<file path="src/rtl/spi_tx_word_feeder.sv">
// ---------------------------------------------------------------------------
// spi_tx_word_feeder
//
// Upstream stage of the SPI slave byte transmitter. Measurement words from
// the compressive-sensing datapath are accepted over a valid/ready handshake
// into a small FIFO. The head word is then presented one byte at a time,
// most-significant byte first, on the transmitter's byte input. Each
// byte_sent pulse from the transmitter moves on to the next byte. After the
// last byte of a word has gone out, that word is popped. When nothing is
// buffered, a fill byte is presented instead, and a byte sent in that state
// raises a sticky underrun flag.
//
// Parameters:
//   WORD_W    - measurement word width in bits (multiple of 8, >= 8)
//   DEPTH     - FIFO depth in words (power of two, >= 2)
//   FILL_BYTE - byte presented while the FIFO is empty
//
// Ports:
//   clk            in   system clock, rising edge
//   rst_n          in   asynchronous active-low reset
//   in_word        in   measurement word from the datapath
//   in_valid       in   in_word is valid
//   in_ready       out  FIFO can accept a word (level != DEPTH)
//   byte_out       out  current byte to the transmitter
//   byte_avail     out  byte_out holds real data (transmitter enable)
//   byte_sent      in   one-cycle pulse after 8 bits have shifted out
//   frame_start    in   one-cycle pulse at the start of an SPI message
//   underrun       out  sticky: a byte was sent while the FIFO was empty
//   clear_underrun in   clears underrun (a simultaneous set wins)
//   level          out  number of words currently buffered
// ---------------------------------------------------------------------------
module spi_tx_word_feeder #(
  parameter int          WORD_W    = 16,
  parameter int          DEPTH     = 8,
  parameter logic [7:0]  FILL_BYTE = 8'hFF
) (
  input  logic                     clk,
  input  logic                     rst_n,
  input  logic [WORD_W-1:0]        in_word,
  input  logic                     in_valid,
  output logic                     in_ready,
  output logic [7:0]               byte_out,
  output logic                     byte_avail,
  input  logic                     byte_sent,
  input  logic                     frame_start,
  output logic                     underrun,
  input  logic                     clear_underrun,
  output logic [$clog2(DEPTH):0]   level
);

  localparam int BYTES = WORD_W / 8;
  localparam int PTR_W = $clog2(DEPTH);
  localparam int LVL_W = PTR_W + 1;
  // Keep the byte index at least one bit wide so single-byte words still
  // have a legal (constant zero) index register.
  localparam int BI_W  = (BYTES > 1) ? $clog2(BYTES) : 1;

  localparam logic [BI_W-1:0]  BI_LAST = BI_W'(BYTES - 1);
  localparam logic [LVL_W-1:0] LVL_FULL = LVL_W'(DEPTH);

  logic [WORD_W-1:0] mem [DEPTH];
  logic [PTR_W-1:0]  wr_ptr;
  logic [PTR_W-1:0]  rd_ptr;
  logic [LVL_W-1:0]  level_q;
  logic [BI_W-1:0]   bi;
  logic              underrun_q;

  logic              push_en;
  logic              pop_en;
  logic              has_data;
  logic              bi_last;
  logic [WORD_W-1:0] head_word;
  logic [7:0]        byte_sel;

  // in_ready looks only at the registered level, so a pop on the same edge
  // never opens a slot for a push in that cycle.
  assign in_ready = (level_q != LVL_FULL);
  assign has_data = (level_q != '0);
  assign bi_last  = (bi == BI_LAST);
  assign push_en  = in_valid & in_ready;
  // frame_start rewinds the current word, so it suppresses the pop that a
  // coincident final byte_sent would otherwise cause.
  assign pop_en   = byte_sent & has_data & ~frame_start & bi_last;

  // Storage has no reset; the pointers and level alone decide what is valid.
  always_ff @(posedge clk) begin
    if (push_en) begin
      mem[wr_ptr] <= in_word;
    end
  end

  // Pointers, occupancy, byte index and the sticky underrun flag.
  always_ff @(posedge clk or negedge rst_n) begin
    if (!rst_n) begin
      wr_ptr     <= '0;
      rd_ptr     <= '0;
      level_q    <= '0;
      bi         <= '0;
      underrun_q <= 1'b0;
    end else begin
      if (push_en) begin
        wr_ptr <= wr_ptr + PTR_W'(1);
      end
      if (pop_en) begin
        rd_ptr <= rd_ptr + PTR_W'(1);
      end

      case ({push_en, pop_en})
        2'b10:   level_q <= level_q + LVL_W'(1);
        2'b01:   level_q <= level_q - LVL_W'(1);
        default: level_q <= level_q;
      endcase

      if (frame_start) begin
        bi <= '0;
      end else if (byte_sent && has_data) begin
        bi <= bi_last ? '0 : bi + BI_W'(1);
      end

      // Setting takes priority over clearing so an underrun in the same
      // cycle as a clear request is never lost.
      if (byte_sent && !has_data) begin
        underrun_q <= 1'b1;
      end else if (clear_underrun) begin
        underrun_q <= 1'b0;
      end
    end
  end

  // Select the current byte of the head word, MSB first; fill when empty.
  always_comb begin
    head_word = mem[rd_ptr];
    byte_sel  = FILL_BYTE;
    if (has_data) begin
      for (int k = 0; k < BYTES; k++) begin
        if (bi == BI_W'(k)) begin
          byte_sel = head_word[WORD_W-1-8*k -: 8];
        end
      end
    end
  end

  assign byte_out   = byte_sel;
  assign byte_avail = has_data;
  assign underrun   = underrun_q;
  assign level      = level_q;

endmodule

</file>
<file path="config.mk">
export PLATFORM = sky130hd
export DESIGN_NAME = spi_tx_word_feeder
export DESIGN_NICKNAME = d
export VERILOG_FILES = /design/src/rtl/spi_tx_word_feeder.sv
export SDC_FILE = /design/constraint.sdc
export NUM_CORES = 1
export LEC_CHECK = 0
export BUFFER_PORTS_ARGS = -buffer_cell sky130_fd_sc_hd__buf_2
export CAP_MARGIN = 20
export CORE_ASPECT_RATIO = 2
export CORE_UTILIZATION = 50
export CTS_CLUSTER_DIAMETER = 120
export DETAILED_ROUTE_END_ITERATION = 10
export GPL_TIMING_DRIVEN = 0
export PLACE_DENSITY = 0.77
export SLEW_MARGIN = 5
export SYNTH_ARGS = -nofsm -noshare
export SYNTH_HDL_FRONTEND = slang
export SYNTH_SLANG_ARGS = --single-unit
</file>
<file path="constraint.sdc">
create_clock -name clk -period 2.77 [get_ports clk]
set_clock_uncertainty 0.2 [all_clocks]
set_input_delay 0.554 -clock clk [delete_from_list [all_inputs] [get_ports clk]]
set_output_delay 0.554 -clock clk [all_outputs]
set_load 0.03 [all_outputs]
</file>
==> Word level (Yosys, flattened, before mapping) <==
Memories as Yosys holds them, arrays and structs flattened.
Index checks and enable logic that the tools add are counted.
{ "word_totals": {"latch_bits": 0, "ram_bits": 128, "regBits": 12, "mem_count": 1, "romBits": 0, "output_inout_bits": 15, "wordCells": 36, "inputBits": 22} }
{ "memory_table": {"columns": ["memory", "depth", "width", "read_ports", "rd_ports_with_merged_regs", "write_ports", "line_no", "source"], "rows": [
  ["mem", 8, 16, 1, 0, 1, "61", "logic [WORD_W-1:0] mem [DEPTH];"]
]} }
{ "op_classes": {"magnitude_cmp": 0, "reduce_logical": 7, "mul": 0, "muxes": 10, "div": 0, "eq_ne": 3, "add_sub_neg": 5, "shifts": 0, "n_bitwise": 5} }
{ "op_table": {"columns": ["cell", "n"], "rows": [
  ["$mux 8", 2],
  ["$pmux 4 s2", 1],
  ["$mux 1", 7],
  ["$add 3x1->3 const B", 2],
  ["$reduce_bool 2->1", 3],
  ["$add 4x1->4 const B", 1],
  ["$and 1x1->1", 4],
  ["$ne 4x4->1 const B", 1],
  ["$reduce_bool 4->1", 1],
  ["$sub 4x1->4 const B", 1],
  ["$eq 2x1->1 const B", 1],
  ["$eq 2x2->1 const B", 1],
  ["$logic_and 1x1->1", 2],
  ["$add 1x1->1 const B", 1],
  ["$logic_not 1->1", 1],
  ["$not 1->1", 1]
]} }

==> Longest topological paths before layout <==
Gate-level depths: netlist of run 1.
{ "logic_depth": {"ltp_word": 6, "ltp_mapped": 10, "depth_no_buf": 9} }

==> Worst setup path before layout of run 1 <==
OpenSTA, ideal clock, no wires.
{ "synth_path": {"kind": "register -> register", "startpoint": "reg level_q[1], in the netlist level[1]", "endpoint": "mem mem[0][0], enable pin", "required_ns": 2.161, "path_stages_with_launch": 5, "t_arrival_ns": 2.565, "setup_time_ns": 0.409, "path_slack_ns": -0.405, "synth_period_minus_slack_ns": 3.175, "path_buffers": 0, "path_cell_list": "dfrtp_1 > or4b_2 > nand2_1 > or2_2 > nor3_1"} }
{ "synth_between": {"elab_chain_len": 4} }
{ "synth_rtl": {"columns": ["item", "line_no", "source"], "rows": [
  ["from (decl)", "64", "logic [LVL_W-1:0] level_q;"],
  ["from (signal assigned)", "109", "2'b10: level_q <= level_q + LVL_W'(1);"],
  ["from (signal assigned)", "110", "2'b01: level_q <= level_q - LVL_W'(1);"],
  ["from (signal assigned)", "111", "default: level_q <= level_q;"],
  ["$ne 4x4->1", "77", "assign in_ready = (level_q != LVL_FULL);"],
  ["named net in_ready", "41", "output logic in_ready,"],
  ["$and 1x1->1", "80", "assign push_en = in_valid & in_ready;"],
  ["$mux 1", "87", "if (push_en) begin"],
  ["$mux 1 (not written as such)", "88", "mem[wr_ptr] <= in_word;"],
  ["to (decl)", "61", null]
]} }
The timed path passes the listed nets, and every way through them passes these cells.

==> Worst setup path in the final report of run 1 <==
{ "layout_path": {"startpoint": "reg rd_ptr[1]", "endpoint": "out byte_out[5]"} }
{ "layout_between": {"elab_chain_len": 3} }
{ "layout_rtl": {"columns": ["item", "line_no", "source"], "rows": [
  ["from (decl)", "63", "logic [PTR_W-1:0] rd_ptr;"],
  ["from (signal assigned)", "105", "rd_ptr <= rd_ptr + PTR_W'(1);"],
  ["$mem_v2 8x16", null, null],
  ["$mux 8", "136", "if (bi == BI_W'(k)) begin"],
  ["$mux 8", "134", "if (has_data) begin"],
  ["to (decl)", "42", "output logic [7:0] byte_out,"]
]} }
Every way passes these cells.

==> results of run 1 <==
-- repair_timing --
action	CTS	global route
cloned	0	2
endpoints found under the setup margin	10	10
pin swaps	0	11
gates resized for setup	37	15
hold endpoints to repair	12	0
hold buffers	1	0
setup buffers	8	9
-- cell usage after synthesis --
cell type                     n
sky130_fd_sc_hd__edfxtp_1   128
sky130_fd_sc_hd__mux2i_1     24
sky130_fd_sc_hd__mux4_2      24
sky130_fd_sc_hd__dfrtp_1     12
sky130_fd_sc_hd__nand2b_1    10
sky130_fd_sc_hd__nand3_1     10
sky130_fd_sc_hd__nor2_1       9
sky130_fd_sc_hd__a22oi_1      8
sky130_fd_sc_hd__o211ai_1     8
sky130_fd_sc_hd__nand2_1      6
sky130_fd_sc_hd__xor2_1       6
sky130_fd_sc_hd__buf_2        5
sky130_fd_sc_hd__ha_1         5
sky130_fd_sc_hd__buf_4        4
sky130_fd_sc_hd__clkbuf_1     4
sky130_fd_sc_hd__xnor2_1      3
sky130_fd_sc_hd__a211oi_1     2
sky130_fd_sc_hd__inv_1        2
sky130_fd_sc_hd__mux2_2       2
sky130_fd_sc_hd__nor3_1       2
sky130_fd_sc_hd__a21oi_1      1
sky130_fd_sc_hd__and4b_1      1
sky130_fd_sc_hd__buf_1        1
sky130_fd_sc_hd__buf_6        1
sky130_fd_sc_hd__mux2_4       1
sky130_fd_sc_hd__nand4bb_1    1
sky130_fd_sc_hd__nor2b_1      1
sky130_fd_sc_hd__nor4bb_1     1
sky130_fd_sc_hd__o21ai_0      1
sky130_fd_sc_hd__o22ai_1      1
sky130_fd_sc_hd__or2_2        1
sky130_fd_sc_hd__or4_4        1
sky130_fd_sc_hd__or4b_2       1
-- cell families after synthesis --
group,count (synthesis),synth area share
AO/OA/AOI/OAI,21,0.02707
XOR/XNOR,9,0.01410
adder cells (fa/ha/maj),5,0.01119
buffers and inverters,17,0.01656
flip-flops,140,0.7411
multiplexers,51,0.1463
AND/OR/NAND/NOR,44,0.04363
-- routing by layer --
layer  part of all wire  global-route usage  vias to the layer above
met5                  0                   0                        -
li1                   -                   -                     1332
met3              0.060             0.05210                       37
met4              0.031              0.1308                        0
met2               0.55              0.3871                      160
met1               0.36              0.2493                     1640
-- critical path, delay by kind of cell (launching register included) --
kind	cells	cell delay, ns
buf+inv	3	0.51
compound gates	1	0.14
flops	1	0.37
simple gates	2	0.25
mux	1	0.51
-- path summary, 6_finish.rpt --
check	cells past startpoint	slack [ns]	to
worst max-delay path	7	-0.18	byte_out[5]
worst min-delay path	2	0.11	bi
worst max register to register	10	0.05	level[2]
worst min register to register	1	0.33	level[3]
max in group asynchronous	2	1.78	level[1]
min in group asynchronous	2	0.35	level[3]
-- flip-flops by register name, summed over array words and instances (netlist names) --
name and flops:
bi 1, wr_ptr 3, underrun 1, level 4, mem 128, rd_ptr 3
-- report_power, final --
group / switching [mW] / internal [mW] / total (mW)
sequential: 0.183 / 2.68 / 2.87
clock: 0.858 / 1.51 / 2.37
combinational: 1.62 / 1.44 / 3.06
-- placed cells by master, fill, tap and decap left out, types with 3 or more instances in the layout --
cell type                   count
sky130_fd_sc_hd__o211ai_1       8
sky130_fd_sc_hd__nand3_1        8
sky130_fd_sc_hd__bufinv_16      4
sky130_fd_sc_hd__nand2b_4       5
sky130_fd_sc_hd__mux2i_1       22
sky130_fd_sc_hd__xnor2_1        3
sky130_fd_sc_hd__nor2_2         6
sky130_fd_sc_hd__a22oi_1        8
sky130_fd_sc_hd__edfxtp_1     128
sky130_fd_sc_hd__mux4_2        24
sky130_fd_sc_hd__nand2b_1       5
sky130_fd_sc_hd__xor2_1         6
sky130_fd_sc_hd__nand2_1        5
sky130_fd_sc_hd__clkbuf_1       3
sky130_fd_sc_hd__ha_1           3
sky130_fd_sc_hd__buf_2         30
sky130_fd_sc_hd__buf_8          3
sky130_fd_sc_hd__buf_6          8
sky130_fd_sc_hd__dfrtp_1       10
sky130_fd_sc_hd__clkbuf_16     19
sky130_fd_sc_hd__clkinv_4       4
sky130_fd_sc_hd__buf_4         22
sky130_fd_sc_hd__buf_16         6
sky130_fd_sc_hd__buf_12         3
-- per-stage QoR --
| stage | area (um^2) | std cells | utilization | total power [mW] |
|---|---|---|---|---|
| 6_report | 7198 | 523 | 0.6617 | 8.298 |
| 5_1_grt | 7198 | 523 | 0.6617 | 8.582 |
| 4_1_cts | 7014 | 512 | 0.6448 | 8.024 |
| 3_5_place_dp | 6185 | 471 | 0.5686 | 5.300 |
| 3_3_place_gp | 5962 | 463 | 0.5481 | 5.063 |
| 2_1_floorplan | 5607 | 287 | - | 4.463 |
-- final cells by class --
class	instances	area (um^2)
Timing Repair Buffer	64	606.8
Sequential cell	140	4146
Multi-Input combinational cell	130	1485
Tap cell	140	175.2
Clock buffer	19	432.9
Clock inverter	13	191.4
Buffer	15	152.6
Inverter	2	7.507
Fill cell	665	3680
==> Implementation_results.wiki, run 1 <==
{| class="wikitable"
! Metric !! Value
|-
| Diode insertion count for antenna repair || 0
|-
| Most area-hungry cell type in the Yosys netlist || sky130_fd_sc_hd__edfxtp_1
|-
| CTS tree || yes
|-
| FMAX || 339.2 MHz
|-
| Remaining Overflow, GRT || 0
|-
| Netlist area before placement || 5592 um^2
|-
| DRT Wirelength || 12880 um
|-
| Arrival time worst endpoint || 2.19 ns
|-
| Height of the chip || 151.6 um
|-
| Routed wirelength normalized by instance count || 24.63 um
|-
| Pwr/cell area || 1153 nW/um^2
|-
| Number of warnings printed during yosys synthesis || 0
|-
| Slew of the pin with the lowest slew margin || 0.5985 ns
|-
| Delay of the slowest critical-path stage || 0.51 ns
|-
| Buffers added on ports || 36
|-
| Most area-consuming cells after synthesis || sky130_fd_sc_hd__edfxtp_1 69%, sky130_fd_sc_hd__mux4_2 9.7%, sky130_fd_sc_hd__dfrtp_1 5.4%
|-
| Placed wire-length estimate after detailed placement || 7513 um
|-
| Critical Path, Cell by Cell || buf_6 -> buf_12 -> mux4_2 -> nand2b_4 -> nand3_1 -> o211ai_1 -> buf_4
|-
| Pleak || 2.556 nW
|-
| Post-CTS clock slew at the launch and capture registers of the worst setup and hold paths || 0.06 ns
|-
| Die Outline Area || 11640 um^2
|-
| Insertion delay of the later-clocked pin in the worst-skew pair || 0.41 ns
|-
| DRC violation count after routing || 0
|-
| Final weighted congestion in routability-driven placement || 0.7866
|-
| Iter 0 DRT Violations || 284
|-
| Synthesis-stage register bit count || 140
|-
| Global-route wire length before repair || 18130 um
|-
| Fraction of post-synthesis cell area in the top cell type by area || 0.6874
|-
| Net Count, Synth || 314
|-
| Slew Viols, Final || 0
|-
| Startpoint of the worst setup timing path || rd_ptr[1]
|-
| Share of final-layout standard cells stronger than drive strength 1 || 0.4204
|-
| Startpoint-to-endpoint class of the critical path || reg -> out
|-
| Setup WS post-layout || -0.1780 ns
|-
| Reg2Reg Launch Point || level[1]
|-
| Number of endpoints failing setup at the final stage || 8
|-
| CTS max path bufs || 2
|-
| Detailed-route vias per instance || 6.059
|-
| Count of pins on the block boundary || 37
|-
| Failing checks || negative setup slack
|-
| Initial Util || 0.5140
|-
| Clock tree root buffer cell || sky130_fd_sc_hd__clkbuf_16
|-
| Unique cell type count in the Yosys netlist || 33
|-
| Status || complete, but fails checks
|-
| Launch point of the worst hold path || frame_start
|-
| H-tree Lvls || 4
|-
| Number of hold-slack violations in the final timing report || 0
|-
| Via count of the first global-routing pass || 3203
|-
| Core outline area || 10880 um^2
|-
| Gate count after technology mapping || 287
|-
| Unrepaired setup endpoints after global routing || yes
|-
| Horizontal die dimension || 76.78 um
|-
| Number of nets in the finished design || 397
|-
| Max Cap Viol || 0
|-
| Synthesized area per cell || 19.48 um^2
|-
| Slowest stage cell, crit path || sky130_fd_sc_hd__mux4_2
|-
| Part of the cycle the worst path needs || 1.064
|-
| Area added between synthesis and finish || 28.73%
|-
| Number of nets with antenna violations after routing || 0
|-
| Worst setup slack before clock tree synthesis || -0.2951 ns
|-
| First-pass DRT Iterations || 5
|-
| Overall Global Routing Usage || 0.2230
|-
| Hold Path Class || in -> reg
|-
| Final worst path period need || 2.948 ns
|-
| Final-layout setup total negative slack || -1.133 ns
|-
| Vias || 3169
|-
| Maximum number of pins on one net before global-route repair || 17
|-
| Cell Rows || 54
|-
| Worst vdd ir || 0.6302 mV
|-
| Data required time at the worst endpoint || 2.02 ns
|-
| Initial antenna violation count || 0
|-
| CP max FO || 5
|-
| Worst rel slew slack || 0.6010
|-
| Critical Path End Type || output pin
|-
| Hold slack || 0.1099 ns
|-
| Part of the Yosys area used for sequential elements || 0.7411
|-
| Element type at the critical path start || flop
|-
| Count of clock tree sinks || 140
|-
| CTS Buf Count || 17
|}
(Power assumes the default switching activity.)
==> run 2: changes to the inputs <==
Settings changed: PLACE_DENSITY 0.77 to 0.75, RECOVER_POWER from default to 50.
Clock period 2.77 ns to 3.35 ns, I/O delays scaled along.
==> run 2 against run 1 <==
The flow now finishes without violations. Die area unchanged. Clock-buffer cell count down 2. Clock power down 22%. Sequential share of layout area up 4.2 points. Register-to-register slack better by 0.39 ns.
==> Implementation_results.wiki, run 2 (synthesis results as in run 1) <==
{| class="wikitable"
! Metric !! Value
|-
| End of the worst register-to-register path || level[2]
|-
| DRT Wirelength || 11120 um (-14%)
|-
| Area added between synthesis and finish || 19.87%
|-
| Overall Global Routing Usage || 0.2119 (-0.01105)
|-
| Element type at the critical path start || flop
|-
| Insertion delay of the later-clocked pin in the worst-skew pair || 0.40 ns (about the same)
|-
| Pwr/cell area || 918.9 nW/um^2 (-20%)
|-
| First-pass DRT Iterations || 4 (-1)
|-
| Final weighted congestion in routability-driven placement || 0.7701 (-2.1%)
|-
| Height of the chip || 151.6 um (unchanged)
|-
| Critical Path, Cell by Cell || buf_2 -> buf_8 -> buf_4 -> mux4_2 -> mux2i_1 -> o211ai_1 -> buf_2
|-
| Maximum number of pins on one net before global-route repair || 17 (unchanged)
|-
| Number of cells on the critical path || 7 (unchanged)
|-
| Area of the multi-input gates || 1379 um^2 (-7.2%)
|-
| Hold Path Class || in -> reg
|-
| Iter 0 DRT Violations || 173 (-39%)
|-
| Overall power of the completed layout || 6.159 mW (-26%)
|-
| Die Outline Area || 11640 um^2 (unchanged)
|-
| Timing endpoint of the critical path || byte_out[4]
|-
| Placed wire-length estimate after detailed placement || 7281 um (-3.1%)
|-
| Max Cap Viol || 0 (unchanged)
|-
| Count of clock tree sinks || 140 (unchanged)
|-
| Remaining Overflow, GRT || 0 (unchanged)
|-
| Initial antenna violation count || 0 (unchanged)
|-
| Status || completed
|-
| Core outline area || 10880 um^2 (unchanged)
|-
| Horizontal die dimension || 76.78 um (unchanged)
|-
| Delay of the slowest critical-path stage || 0.35 ns (-0.16 ns)
|-
| Clock tree root buffer cell || sky130_fd_sc_hd__clkbuf_16
|-
| Commonest cells after routing, fill and taps aside || 128 x sky130_fd_sc_hd__edfxtp_1, 24 x sky130_fd_sc_hd__mux4_2, 24 x sky130_fd_sc_hd__mux2i_1
|-
| Worst rel slew slack || 0.3508 (-0.2502)
|-
| Arrival time worst endpoint || 2.36 ns (+0.17 ns)
|-
| CTS max path bufs || 2 (unchanged)
|-
| Count of pins on the block boundary || 37 (unchanged)
|-
| H-tree Lvls || 4 (unchanged)
|-
| Most used cell along the critical path || sky130_fd_sc_hd__buf_2
|-
| Number of flip-flops in the largest register || 128 (unchanged)
|-
| Number of endpoints failing setup at the final stage || 0 (-8)
|-
| Number of nets in the finished design || 379 (-4.5%)
|-
| Number of hold-slack violations in the final timing report || 0 (unchanged)
|-
| Reg with most FFs || mem
|-
| FMAX || 310.1 MHz
|-
| Reg2Reg Launch Point || level[2]
|-
| Via count of the first global-routing pass || 3176 (-0.84%)
|-
| Post-CTS clock slew at the launch and capture registers of the worst setup and hold paths || 0.06 ns (about the same)
|-
| Data required time at the worst endpoint || 2.48 ns (+0.46 ns)
|-
| CP max FO || 10 (+5)
|-
| Initial Util || 0.5140 (unchanged)
|-
| Cells on worst reg2reg path || 10 (unchanged)
|-
| DRC violation count after routing || 0 (unchanged)
|-
| Routed wirelength normalized by instance count || 22.02 um (-11%)
|-
| Slew of the pin with the lowest slew margin || 0.9685 ns (+0.3701 ns)
|-
| Startpoint of the worst setup timing path || rd_ptr[1]
|-
| Number of nets with antenna violations after routing || 0 (unchanged)
|-
| Pleak || 2.279 nW (-11%)
|-
| Slowest stage cell, crit path || sky130_fd_sc_hd__dfrtp_1
|-
| Hold slack || 0.2274 ns (+0.1174 ns)
|-
| Diode insertion count for antenna repair || 0 (unchanged)
|-
| Critical Path End Type || output pin
|-
| Finished Core Util || 0.6162 (-0.04555)
|-
| Share of final-layout standard cells stronger than drive strength 1 || 0.2849 (-0.1354)
|-
| Detailed-route vias per instance || 5.697 (-6.0%)
|-
| Count of buffering cells on the critical path with inverters included || 4 (+1)
|-
| Worst vdd ir || 0.7046 mV (+12%)
|-
| Vias || 2877 (-9.2%)
|-
| CTS tree || yes
|-
| Slew Viols, Final || 0 (unchanged)
|-
| Cell family with most CP delay || buffers and inverters
|-
| Global-route wire length before repair || 17360 um (-4.3%)
|-
| Buffers added on ports || 36 (unchanged)
|-
| Cell Rows || 54 (unchanged)
|-
| Leading cell type in the layout, fill and taps excluded || sky130_fd_sc_hd__edfxtp_1
|-
| Area taken by flip-flops and latches || 4144 um^2 (about the same)
|-
| Filler cell count in the final layout || 768 (+15%)
|-
| Startpoint-to-endpoint class of the critical path || reg -> out
|-
| CTS Buf Count || 17 (unchanged)
|-
| Slack of the worst reg-to-reg path || 0.44 ns (+0.39 ns)
|-
| Part of the cycle the worst path needs || 0.9628
|-
| Final worst path period need || 3.225 ns
|}
==> run 2: cell types whose count changed in the layout (fill, tap and decap cells not counted), moves of 6 or more <==
cell / before / now
sky130_fd_sc_hd__buf_2: 30 / 19
sky130_fd_sc_hd__buf_4: 22 / 3
sky130_fd_sc_hd__buf_16: 6 / 0
sky130_fd_sc_hd__clkbuf_1: 3 / 23
sky130_fd_sc_hd__buf_8: 3 / 9
==> run 2: worst min-delay path by stage <==
stage / from / to / slack, ns / depth (start not counted)
after CTS: frame_start / bi / 0.22 / 2
after detailed placement: level[3] / level[3] / 0.30 / 1
after global placement: level[3] / level[3] / 0.30 / 1
after global routing: frame_start / bi / 0.23 / 2
after floorplan: rst_n / bi / 0.17 / 0
final: frame_start / bi / 0.23 / 2
==> run 2: where the power goes <==
group / total [mW] / switching [mW] / internal [mW] / leakage, nW
clock: 1.86 / 0.693 / 1.17 / 0.280
combinational: 1.95 / 1.15 / 0.804 / 0.691
sequential: 2.35 / 0.130 / 2.22 / 1.31
==> run 2: timing repair <==
| action | in CTS | in global routing |
|---|---|---|
| endpoints found under the setup margin | 8 | 2 |
| setup buffers | 0 | 0 |
| hold buffers | 1 | 0 |
| gates resized for setup | 7 | 3 |
| cloned | 0 | 0 |
| hold endpoints to repair | 12 | 0 |
==> run 2: layer usage <==
metal | GRT usage | up-vias | part of all wire
li1 | - | 1292 | -
met1 | 0.2285 | 1477 | 0.36
met2 | 0.3839 | 91 | 0.57
met3 | 0.04551 | 17 | 0.047
met4 | 0.1154 | 0 | 0.020
met5 | 0 | - | 0
==> run 2: stage by stage <==
step / cell area [um^2] / worst slack (ns) / TNS (ns) / cells
after floorplan: 5592 / 0.1753 / 0 / 287
after global placement: 5947 / -0.6657 / -17.07 / 463
after detailed placement: 6100 / 0.1200 / 0 / 472
after CTS: 6728 / 0.02680 / 0 / 505
after global routing: 6703 / -0.005458 / -0.005458 / 505
final: 6703 / 0.1248 / 0 / 505
==> run 2: final cells by class <==
class,count,share of cell area
Clock buffer,17,0.06347
Sequential cell,140,0.6183
Timing Repair Buffer,46,0.04387
Multi-Input combinational cell,130,0.2057
Clock inverter,15,0.02576
Tap cell,140,0.02613
Buffer,15,0.01568
Inverter,2,0.001120
==> run 3: changes to the inputs <==
Settings changed: RECOVER_POWER 50 to default.
==> run 3 against run 2 <==
Cell count unchanged. Utilization rose by 0.32 points. Combinational power hardly changed. Largest cell class unchanged. First-iteration DRC count rose by 39%. Hold slack about the same. Non-clock buffer count did not move. Global-route usage stayed put. Power up 0.31%. Clock power about the same. Die area is the same.
==> Implementation_results.wiki, run 3 (synthesis results as in run 1) <==
{| class="wikitable"
! Metric !! Value
|-
| Internal portion of total power || 4.196 mW (+0.23%)
|-
| DRT Wirelength || 11140 um (+0.16%)
|-
| Post-CTS clock slew at the launch and capture registers of the worst setup and hold paths || 0.06 ns (about the same)
|-
| Filler cell count in the final layout || 761 (-0.91%)
|-
| Delay of the slowest critical-path stage || 0.35 ns (about the same)
|-
| Combinational cell fraction of total power || 0.319 (+0.002)
|-
| Overall Global Routing Usage || 0.2119 (unchanged)
|-
| Count of pins on the block boundary || 37 (unchanged)
|-
| Leading cell type in the layout, fill and taps excluded || sky130_fd_sc_hd__edfxtp_1
|-
| Slew of the pin with the lowest slew margin || 0.9842 ns (+0.01564 ns)
|-
| Final worst path period need || 3.230 ns (+0.005180 ns)
|-
| Area taken by flip-flops and latches || 4144 um^2 (unchanged)
|-
| First-pass DRT Iterations || 4 (unchanged)
|-
| Final-layout setup total negative slack || 0 ns (unchanged)
|-
| Slowest stage cell, crit path || sky130_fd_sc_hd__dfrtp_1
|-
| DRC violation count after routing || 0 (unchanged)
|-
| H-tree Lvls || 4 (unchanged)
|-
| FMAX || 309.6 MHz (-0.16%)
|-
| Detailed-route vias per instance || 5.709 (+0.21%)
|-
| Hold Path Class || in -> reg
|-
| Cell Rows || 54 (unchanged)
|-
| Critical Path, Cell by Cell || buf_2 -> buf_8 -> buf_4 -> mux4_2 -> mux2i_1 -> o211ai_1 -> buf_2
|-
| Startpoint-to-endpoint class of the critical path || reg -> out
|-
| Placed wire-length estimate after detailed placement || 7281 um (unchanged)
|-
| Via count of the first global-routing pass || 3176 (unchanged)
|-
| Horizontal die dimension || 76.78 um (unchanged)
|-
| Initial Util || 0.5140 (unchanged)
|-
| Worst vdd ir || 0.7112 mV (+0.93%)
|-
| Routed wirelength normalized by instance count || 22.06 um (+0.16%)
|-
| Global-route wire length before repair || 17360 um (unchanged)
|-
| Relative contribution of the clock network to total power || 0.301 (about the same)
|-
| Reg with most FFs || mem
|-
| Number of nets with antenna violations after routing || 0 (unchanged)
|-
| Maximum number of pins on one net before global-route repair || 17 (unchanged)
|-
| CTS Buf Count || 17 (unchanged)
|-
| Initial antenna violation count || 0 (unchanged)
|-
| Worst rel slew slack || 0.3403 (-0.01048)
|-
| Part of the cycle the worst path needs || 0.9643 (+0.001546)
|-
| Arrival time worst endpoint || 2.36 ns (about the same)
|-
| Diode insertion count for antenna repair || 0 (unchanged)
|-
| Die Outline Area || 11640 um^2 (unchanged)
|-
| Number of endpoints failing setup at the final stage || 0 (unchanged)
|-
| Remaining Overflow, GRT || 0 (unchanged)
|-
| Finished Core Util || 0.6194 (+0.003221)
|-
| Status || completed
|-
| CP max FO || 10 (unchanged)
|-
| Switching pwr || 1.982 mW (+0.49%)
|-
| Fraction of power spent switching nets || 0.3208 (+0.0005671)
|-
| Count of clock tree sinks || 140 (unchanged)
|-
| Pleak || 2.340 nW (+2.6%)
|-
| Critical Path End Type || output pin
|-
| Number of nets in the finished design || 379 (unchanged)
|-
| Commonest cells after routing, fill and taps aside || 128 x sky130_fd_sc_hd__edfxtp_1, 38 x sky130_fd_sc_hd__buf_2, 24 x sky130_fd_sc_hd__mux4_2, 24 x sky130_fd_sc_hd__mux2i_1, 17 x sky130_fd_sc_hd__clkbuf_16
|-
| Final weighted congestion in routability-driven placement || 0.7701 (unchanged)
|-
| Element type at the critical path start || flop
|-
| Slew Viols, Final || 0 (unchanged)
|-
| Count of buffering cells on the critical path with inverters included || 4 (unchanged)
|-
| Data required time at the worst endpoint || 2.48 ns (about the same)
|-
| Height of the chip || 151.6 um (unchanged)
|-
| Share of final-layout standard cells stronger than drive strength 1 || 0.3425 (+0.05753)
|-
| Sequential cell fraction of total power || 0.380 (about the same)
|-
| Most used cell along the critical path || sky130_fd_sc_hd__buf_2
|-
| Insertion delay of the later-clocked pin in the worst-skew pair || 0.40 ns (about the same)
|-
| Core outline area || 10880 um^2 (unchanged)
|-
| Clock tree root buffer cell || sky130_fd_sc_hd__clkbuf_16
|-
| Number of flip-flops in the largest register || 128 (unchanged)
|-
| Cell family with most CP delay || buffers and inverters
|-
| Vias || 2883 (+0.21%)
|-
| CTS tree || yes
|-
| Area added between synthesis and finish || 20.50%
|-
| Overall power of the completed layout || 6.178 mW (+0.31%)
|-
| Number of hold-slack violations in the final timing report || 0 (unchanged)
|-
| Buffers added on ports || 36 (unchanged)
|-
| Area of the multi-input gates || 1383 um^2 (+0.27%)
|-
| Iter 0 DRT Violations || 240 (+39%)
|-
| CTS max path bufs || 2 (unchanged)
|-
| Max Cap Viol || 0 (unchanged)
|-
| Pwr/cell area || 917.0 nW/um^2 (-0.21%)
|}
run 3: worst register-to-register path: cells and delay by family, from the launching register on:
family                   cells  cell delay (ns)
AND/OR/NAND/NOR              3             1.27
flip-flops                   1             0.47
AO/OA/AOI/OAI                2             0.38
adder cells (fa/ha/maj)      1             0.28
XOR/XNOR                     1             0.16
run 3: what timing repair did:
item | CTS | global route
endpoints found under the setup margin | 8 | 2
buffers inserted | 0 | 0
resized for setup | 7 | 3
endpoints found under the hold margin | 12 | 0
hold buffers | 1 | 0
run 3: final cells by class:
type / instances / share of cell area
Clock inverter: 15 / 0.02563
Buffer: 15 / 0.01671
Timing Repair Buffer: 46 / 0.04717
Sequential cell: 140 / 0.6150
Inverter: 2 / 0.001114
Multi-Input combinational cell: 130 / 0.2052
Clock buffer: 17 / 0.06314
Tap cell: 140 / 0.02600
run 3: layer usage:
| metal | part of all wire | GRT usage | wire length (um) |
|---|---|---|---|
| met1 | 0.37 | 0.2285 | 4106 |
| met3 | 0.036 | 0.04551 | 400 |
| met2 | 0.57 | 0.3839 | 6322 |
| met4 | 0.028 | 0.1154 | 310 |
| met5 | 0 | 0 | 0 |
run 3: power groups by stage:
stage	logic [mW]	registers (mW)	clock network, mW
after floorplan	1.28	2.40	0
after global placement	1.81	2.36	0
after detailed placement	1.93	2.38	0
after CTS	1.98	2.35	1.88
after global routing	2.10	2.37	1.96
final	1.97	2.35	1.86
run 3: worst paths after layout:
kind | startpoint | to | slack [ns] | cells after the start
max | rd_ptr[1] | byte_out[4] | 0.12 | 7
min | frame_start | bi | 0.23 | 2
max reg2reg | level[1] | level[3] | 0.52 | 7
min reg2reg | level[3] | level[3] | 0.31 | 1
max in group asynchronous | rst_n | level[3] | 2.24 | 2
min in group asynchronous | rst_n | level[0] | 0.48 | 2
run 3: stage by stage:
step,hold slack (ns),cells,area (um^2),worst slack [ns]
2_1_floorplan,0.1744,287,5592,0.1753
3_3_place_gp,0.2987,463,5947,-0.6657
3_5_place_dp,0.2996,472,6100,0.1200
4_1_cts,0.2211,505,6728,0.02680
5_1_grt,0.2266,505,6738,-0.005546
6_report,0.2272,505,6738,0.1196
